`src/rtl/cl_sim_mem_pkg.sv`:
```
// Shared types for the simulation-memory AXI4-Lite initiator: FSM states and AXI response codes.
package cl_sim_mem_pkg;

    typedef enum logic [2:0] {
        IDLE,
        WR,
        WR_B,
        RD_A,
        RD_R,
        RSP
    } state_t;

    localparam logic [1:0] RESP_OKAY   = 2'b00;
    localparam logic [1:0] RESP_SLVERR = 2'b10;
    localparam logic [1:0] RESP_DECERR = 2'b11;

endpackage

```
`src/rtl/cl_sim_mem_axil_init.sv`:
```
// AXI4-Lite initiator turning a single-outstanding cmd/rsp stream into AW/W/B or AR/R transactions.
// Optional B/R watchdog enabled by defining CL_SIM_MEM_INIT_TIMEOUT_EN.
module cl_sim_mem_axil_init
    import cl_sim_mem_pkg::*;
#(
    parameter int ADDR_W         = 64,
    parameter int DATA_W         = 64,
    parameter int TIMEOUT_CYCLES = 1024
) (
    input  logic                aclk,
    input  logic                aresetn,

    input  logic                cmd_valid,
    output logic                cmd_ready,
    input  logic                cmd_wr,
    input  logic [ADDR_W-1:0]   cmd_addr,
    input  logic [DATA_W-1:0]   cmd_wdata,
    input  logic [DATA_W/8-1:0] cmd_wstrb,

    output logic                rsp_valid,
    input  logic                rsp_ready,
    output logic                rsp_wr,
    output logic [DATA_W-1:0]   rsp_rdata,
    output logic [1:0]          rsp_resp,
    output logic                rsp_timeout,

    output logic                mem_axi_awvalid,
    output logic [ADDR_W-1:0]   mem_axi_awaddr,
    input  logic                mem_axi_awready,
    output logic                mem_axi_wvalid,
    output logic [DATA_W-1:0]   mem_axi_wdata,
    output logic [DATA_W/8-1:0] mem_axi_wstrb,
    input  logic                mem_axi_wready,
    input  logic                mem_axi_bvalid,
    input  logic [1:0]          mem_axi_bresp,
    output logic                mem_axi_bready,
    output logic                mem_axi_arvalid,
    output logic [ADDR_W-1:0]   mem_axi_araddr,
    input  logic                mem_axi_arready,
    input  logic                mem_axi_rvalid,
    input  logic [DATA_W-1:0]   mem_axi_rdata,
    input  logic [1:0]          mem_axi_rresp,
    output logic                mem_axi_rready
);

    state_t state;
    logic   tmo_hit;

    if (TIMEOUT_CYCLES < 2) begin : g_bad_timeout
        $error("TIMEOUT_CYCLES must be at least 2");
    end

`ifdef CL_SIM_MEM_INIT_TIMEOUT_EN
    localparam int TMO_W = $clog2(TIMEOUT_CYCLES + 1);

    state_t             state_d;
    logic [TMO_W-1:0]   tmo_cnt;
    logic               waiting;

    assign waiting = state inside {WR, WR_B, RD_A, RD_R};
    // state != state_d marks the first cycle in a state, when tmo_cnt is still stale.
    assign tmo_hit = waiting && (state == state_d) && (tmo_cnt == TMO_W'(TIMEOUT_CYCLES - 1));

    always_ff @(posedge aclk or negedge aresetn) begin
        if (!aresetn) begin
            state_d <= IDLE;
            tmo_cnt <= '0;
        end else begin
            state_d <= state;
            if (!waiting)
                tmo_cnt <= '0;
            else if (state != state_d)
                tmo_cnt <= TMO_W'(1);
            else
                tmo_cnt <= tmo_cnt + TMO_W'(1);
        end
    end
`else
    assign tmo_hit = 1'b0;
`endif

    // NOTE: every register here is updated with <= so all of them see pre-edge values of each other.
    always_ff @(posedge aclk or negedge aresetn) begin
        if (!aresetn) begin
            state           <= IDLE;
            cmd_ready       <= 1'b0;
            rsp_valid       <= 1'b0;
            rsp_wr          <= 1'b0;
            rsp_rdata       <= '0;
            rsp_resp        <= RESP_OKAY;
            rsp_timeout     <= 1'b0;
            mem_axi_awvalid <= 1'b0;
            mem_axi_awaddr  <= '0;
            mem_axi_wvalid  <= 1'b0;
            mem_axi_wdata   <= '0;
            mem_axi_wstrb   <= '0;
            mem_axi_bready  <= 1'b0;
            mem_axi_arvalid <= 1'b0;
            mem_axi_araddr  <= '0;
            mem_axi_rready  <= 1'b0;
        end else if (tmo_hit) begin
            mem_axi_awvalid <= 1'b0;
            mem_axi_wvalid  <= 1'b0;
            mem_axi_bready  <= 1'b0;
            mem_axi_arvalid <= 1'b0;
            mem_axi_rready  <= 1'b0;
            rsp_rdata       <= '0;
            rsp_resp        <= RESP_DECERR;
            rsp_timeout     <= 1'b1;
            rsp_valid       <= 1'b1;
            state           <= RSP;
        end else begin
            case (state)
                IDLE: begin
                    if (cmd_valid && cmd_ready) begin
                        cmd_ready   <= 1'b0;
                        rsp_wr      <= cmd_wr;
                        rsp_rdata   <= '0;
                        rsp_resp    <= RESP_OKAY;
                        rsp_timeout <= 1'b0;
                        if (cmd_wr) begin
                            mem_axi_awvalid <= 1'b1;
                            mem_axi_awaddr  <= cmd_addr;
                            mem_axi_wvalid  <= 1'b1;
                            mem_axi_wdata   <= cmd_wdata;
                            mem_axi_wstrb   <= cmd_wstrb;
                            state           <= WR;
                        end else begin
                            mem_axi_arvalid <= 1'b1;
                            mem_axi_araddr  <= cmd_addr;
                            state           <= RD_A;
                        end
                    end else begin
                        cmd_ready <= 1'b1;
                    end
                end
                WR: begin
                    if (mem_axi_awready)
                        mem_axi_awvalid <= 1'b0;
                    if (mem_axi_wready)
                        mem_axi_wvalid <= 1'b0;
                    // Each channel is done once its valid is already low or handshakes this edge.
                    if ((!mem_axi_awvalid || mem_axi_awready) && (!mem_axi_wvalid || mem_axi_wready)) begin
                        mem_axi_bready <= 1'b1;
                        state          <= WR_B;
                    end
                end
                WR_B: begin
                    if (mem_axi_bvalid) begin
                        mem_axi_bready <= 1'b0;
                        rsp_resp       <= mem_axi_bresp;
                        rsp_valid      <= 1'b1;
                        state          <= RSP;
                    end
                end
                RD_A: begin
                    if (mem_axi_arready) begin
                        mem_axi_arvalid <= 1'b0;
                        mem_axi_rready  <= 1'b1;
                        state           <= RD_R;
                    end
                end
                RD_R: begin
                    if (mem_axi_rvalid) begin
                        mem_axi_rready <= 1'b0;
                        rsp_rdata      <= mem_axi_rdata;
                        rsp_resp       <= mem_axi_rresp;
                        rsp_valid      <= 1'b1;
                        state          <= RSP;
                    end
                end
                RSP: begin
                    if (rsp_ready) begin
                        rsp_valid <= 1'b0;
                        cmd_ready <= 1'b1;
                        state     <= IDLE;
                    end
                end
                default: state <= IDLE;
            endcase
        end
    end

    a_no_stray_b: assert property (@(posedge aclk) disable iff (!aresetn)
        mem_axi_bvalid |-> state == WR_B);
    a_no_stray_r: assert property (@(posedge aclk) disable iff (!aresetn)
        mem_axi_rvalid |-> state == RD_R);

endmodule

```
`config.mk`:
```
export PLATFORM = sky130hd
export DESIGN_NAME = cl_sim_mem_axil_init
export DESIGN_NICKNAME = d
export VERILOG_FILES = /design/src/rtl/cl_sim_mem_pkg.sv /design/src/rtl/cl_sim_mem_axil_init.sv
export SDC_FILE = /design/constraint.sdc
export NUM_CORES = 1
export LEC_CHECK = 0
export BUFFER_PORTS_ARGS = -buffer_cell sky130_fd_sc_hd__buf_4
export CAP_MARGIN = 5
export CELL_PAD_IN_SITES_DETAIL_PLACEMENT = 1
export CELL_PAD_IN_SITES_GLOBAL_PLACEMENT = 1
export CORE_ASPECT_RATIO = 1.75
export CORE_MARGIN = 8
export CORE_UTILIZATION = 34
export CTS_CLUSTER_SIZE = 28
export DETAILED_ROUTE_END_ITERATION = 8
export PLACE_DENSITY = 0.81
export SETUP_SLACK_MARGIN = 0.15
export SYNTH_ARGS = -nofsm -noshare
export SYNTH_HDL_FRONTEND = slang
export SYNTH_SLANG_ARGS = --single-unit
```
`constraint.sdc`:
```
create_clock -name aclk -period 1.5 [get_ports aclk]
set_input_delay 0.075 -clock aclk [delete_from_list [all_inputs] [get_ports aclk]]
set_output_delay 0.075 -clock aclk [all_outputs]
set_load 0.01 [all_outputs]
```
# ---- Yosys cells after proc, flatten, opt, wreduce, memory -nomap -nowiden
# Index checks and enable logic that the tools add are counted.
dict set report word_totals {
  register_bits 277
  in_bits 214
  out_inout_bits 275
  word_cells 97
}
dict set report op_classes {
  n_eq_ne 15
  mux 38
  n_bitwise 1
  n_reduce_logical 28
}
# cell n
set op_table {}
lappend op_table {{$mux W64} 2}
lappend op_table {{$pmux W64 S2} 1}
lappend op_table {{$ne A2 B2 Y1 const B} 10}
lappend op_table {{$reduce_and A4 Y1} 5}
lappend op_table {{$mux W3} 6}
lappend op_table {{$pmux W3 S6} 1}
lappend op_table {{$mux W1} 16}
lappend op_table {{$reduce_and A3 Y1} 5}
lappend op_table {{$pmux W1 S2} 6}
lappend op_table {{$reduce_bool A2 Y1} 6}
lappend op_table {{$mux W2} 4}
lappend op_table {{$eq A3 B2 Y1 const B} 2}
lappend op_table {{$eq A3 B3 Y1 const B} 2}
lappend op_table {{$pmux W2 S3} 1}
lappend op_table {{$reduce_and A6 Y1} 1}
lappend op_table {{$reduce_bool A3 Y1} 2}
lappend op_table {{$reduce_and A2 Y1} 2}
lappend op_table {{$eq A3 B1 Y1 const B} 1}
lappend op_table {{$logic_not A3 Y1} 1}
lappend op_table {{$pmux W1 S3} 1}
lappend op_table {{$logic_and A1 B1 Y1} 2}
lappend op_table {{$logic_not A1 Y1} 2}
lappend op_table {{$logic_or A1 B1 Y1} 2}
lappend op_table {{$not A1 Y1} 1}

# ---- Depth between registers and ports, before layout
dict set report depth {
  word_depth 5
  ltp_mapped 6
  depth_no_buf 4
}

# ---- Worst setup path after synthesis
# Ideal clock, no wire load.
dict set report synth_timing {
  path_kind {register -> register}
  startpoint {register state[2]}
  endpoint {register mem_axi_awaddr[0]}
  setup_time_ns 0.125
  t_arrival_ns 1.465
  required_time_ns 1.375
  slack_ns -0.090
  stages_incl_launch_ff 6
  n_path_buf 2
  period_less_slack_ns 1.590
  path_cell_list {dfrtp_1 > nor4_4 > nand2_2 > buf_6 > buf_6 > mux2_4}
}
dict set report synth_between {
  elab_chain_len 2
}
# item line
set synth_rtl {}
lappend synth_rtl {{start, declared} cl_sim_mem_axil_init.sv:46} ;# state_t state;
lappend synth_rtl {{start signal, assigned} cl_sim_mem_axil_init.sv:85} ;# state <= IDLE;
lappend synth_rtl {{start signal, assigned} cl_sim_mem_axil_init.sv:111} ;# state <= RSP;
lappend synth_rtl {{start signal, assigned} cl_sim_mem_axil_init.sv:127} ;# state <= WR;
lappend synth_rtl {{$logic_not A3 Y1} cl_sim_mem_axil_init.sv:113} ;# case (state)
lappend synth_rtl {{$reduce_and A3 Y1 (no line)} --}
lappend synth_rtl {{end signal, assigned} cl_sim_mem_axil_init.sv:123} ;# mem_axi_awaddr <= cmd_addr;
lappend synth_rtl {{end, declared} cl_sim_mem_axil_init.sv:28} ;# output logic [ADDR_W-1:0] mem_axi_awaddr,
# Every way passes these cells.
# A chain may end at the register's enable or synchronous reset.

# ---- Worst setup path in the final report
dict set report layout_timing {
  startpoint {register state[2]}
  endpoint {register mem_axi_awaddr[33]}
}
# Same word-level chain as after synthesis.

==> reports/qor.yml <==
critical_path:
  crit_path_end_kind: "register"
  worst_ep_arrival_time_ns: 2.14
  startpoint_type: "register"
  critPathMaxFanout: 20
  crit_type: "reg -> reg"
  critical_path_required_ns: 1.92
route:
  wl_um: 52500
  vias: 9015
  ant_nets: 0
  drc: 0
  drt_pre_antenna_iters: 4
  drt_iter0_markers: 342
  viasPerCell: 4.97
  post_drt_wl_per_cell_um: 29.0
yosys:
  synth.avg_cell_area_um2: 16.7
  synth_seq_cells: 277
  synth-edff-count: 0
  ys_types: 34
  async_reset_ff_share_pct: 100
  synth_nets: 861
  syn_inst: 647
  synth_area_mm2: 0.0108
  yosysWarningCount: 0
  yosys_most_used_dff: "dfrtp_1"
  ys_seq_area_share_pct: 64.3
die:
  core_mm2: 0.0313
  num_io_pins: 489
  die_area_mm2: 0.0379
  start_util_pct: 34.4
  dieHeight_um: 251
  die_w_um: 151
  placementRows: 86
final_layout:
  syn_to_final_growth_pct: 73.8
  layout-drive-gt1-share_pct: 56.8
  nNetsFinal: 1605
  postLayoutCellArea_mm2: 0.0187
sta:
  slew_violations: 0
  fin_ws_ns: -0.217
  tns_ns: -42.46
  max_freq_mhz: 582
  rsz0062_at_grt: "yes"
  setup_viol: 268
  hold_viol: 0
  fin_crit_sh_pct: 114
  min_period_ns: 1.72
  skew_ns: 0.0290
global_route:
  grt_pass1_wl_um: 74000
  grt_pass1_vias: 10900
  grt.total_usage_pct: 26.1
  antenna_found_initial: 8
  grt_start_max_net_pins: 68
  gr-total-overflow: 0
flow_run:
  cap_violations: 0
power_and_ir_drop:
  leakage_nw: 9.47
  peakVddDrop_mv: 1.38
  p_per_area_mw_per_mm2: 2150
place:
  dpl.hpwl_um: 30900
  routabilityCongestion: 0.825
  dpl_cell_area_mm2: 0.0152
  io_buffer_count: 487
cts:
  cts_tree: "done"
  cts.sinks: 277
  clk-insertion-delay-late_ns: 0.54
  cts_htree_levels: 1
  clk_path_buf_depth: 3
  clk_pin_slew_worst_paths_ns: 0.07
  cts_buffers: 27
  cts.root.buffer_cell: "clkbuf_16"
outcome:
  status: "complete, but fails checks"
  violations: "setup timing"
hold_path:
  hold_path_class: "in -> async"
synth_stat cells, types with 2 or more instances:
master / instances / area share, %
o21ai_0: 7 / 0.33
nor2b_1: 2 / 0.12
nand3_1: 3 / 0.14
nand2b_1: 3 / 0.17
clkbuf_1: 8 / 0.28
dfrtp_1: 277 / 64
buf_2: 18 / 0.84
mux2_4: 100 / 14
nor3_1: 3 / 0.14
a21oi_1: 4 / 0.19
inv_1: 4 / 0.14
a31oi_1: 2 / 0.12
buf_6: 13 / 1.4
mux2_1: 7 / 0.73
o21a_1: 2 / 0.14
nand2_1: 13 / 0.45
a22o_1: 66 / 5.4
mux2_2: 95 / 9.9
nor2_1: 5 / 0.17
final cells by class:
class	count	area [um2]
Antenna cell	7	17.5
Clock buffer	39	781
Clock inverter	10	204
Fill cell	2928	12600
Inverter	4	15.0
Multi-Input combinational cell	328	3700
Sequential cell	277	6930
Tap cell	396	495
Timing Repair Buffer	753	6580
path summary, 6_finish.rpt:
path                                     from            endpoint  slack [ns]  depth (start not counted)
min in group aclk                      cmd_wr  mem_axi_awaddr[11]        0.17                          4
max in group asynchronous             aresetn    mem_axi_wdata[4]        0.76                          3
max                                  state[2]  mem_axi_awaddr[33]       -0.22                          5
min reg2reg                mem_axi_araddr[37]  mem_axi_araddr[37]        0.51                          1
max reg2reg                          state[2]  mem_axi_awaddr[33]       -0.22                          5
min                                   aresetn  mem_axi_awaddr[62]        0.04                          2
where the power goes:
part / internal, W / switching (W) / total (W)
clock: 0.00465 / 0.00308 / 0.00773
sequential: 0.0112 / 0.00297 / 0.0142
combinational: 0.0102 / 0.00818 / 0.0183
layer usage:
| layer | global-route usage [%] | vias to the layer above | routed length [um] | share of wire [%] |
|---|---|---|---|---|
| li1 | - | 3817 | - | - |
| met1 | 26.8 | 4603 | 17600 | 33 |
| met2 | 47.9 | 434 | 28400 | 54 |
| met3 | 5.53 | 159 | 3350 | 6.4 |
| met4 | 14.3 | 2 | 3200 | 6.1 |
| met5 | 0 | - | 13 | 0.025 |
through the flow:
step	hold slack, ns	setup slack, ns	util [%]	std cells	power (W)
finish	0.0374	-0.217	59.8	1814	0.0403
global route	0.0569	-0.255	59.8	1814	0.0418
CTS	0.00619	-0.178	58.9	1795	0.0389
detailed placement	0.000744	-0.199	48.6	1531	0.0304
global placement	-0.000143	-0.151	48.6	1531	0.0295
floorplan	-0.221	-0.0796	-	647	0.0209
flip-flops by register name, summed over array words and instances (netlist names):
signal           cells
cmd_ready            1
mem_axi_wdata       64
mem_axi_bready       1
mem_axi_araddr      64
mem_axi_wvalid       1
mem_axi_rready       1
mem_axi_arvalid      1
rsp_valid            1
mem_axi_wstrb        8
mem_axi_awvalid      1
mem_axi_awaddr      64
rsp_wr               1
rsp_rdata           64
rsp_resp             2
state                3
worst max-delay path, cell delays in order (launching register included):
cell and delay, ns:
dfrtp_2 0.45, nor4_4 0.29, buf_6 0.19, nand2_8 0.11
buf_12 0.20, mux2_4 0.33
cell usage in the layout, fill, tap and decap left out, types with 2 or more instances in the layout:
cell type,n
a21oi_1,4
a22o_1,66
a31oi_1,2
buf_12,12
buf_16,4
buf_4,505
buf_6,14
bufinv_16,6
clkbuf_1,6
clkbuf_16,33
clkbuf_8,6
clkinv_2,3
dfrtp_1,276
diode_2,7
dlygate4sd3_1,211
inv_1,4
mux2_2,92
mux2_4,110
nand2_1,11
nand2_8,3
nand2b_1,3
nand3_1,2
nor2_1,4
nor2b_1,2
nor3_1,2
o21a_1,2
o21ai_0,6
cell families (layout without fill, tap and decap cells):
kind of cell	after synthesis	after routing	share of synthesized area, %
compound gates	88	88	6.63
buf+inv	44	806	2.68
flops	277	277	64.3
mux	202	202	24.6
other cells	1	8	0.0348
simple gates	35	37	1.72
repair_timing:
item                                    CTS  global route
cloned                                    2            10
gates resized for setup                  16            11
hold buffers                            211             0
setup buffers                             2             2
endpoints found under the setup margin  274           276
hold endpoints to repair                549             0
pin swaps                                 6             2
Note: power is estimated with default switching activity, not from simulation.
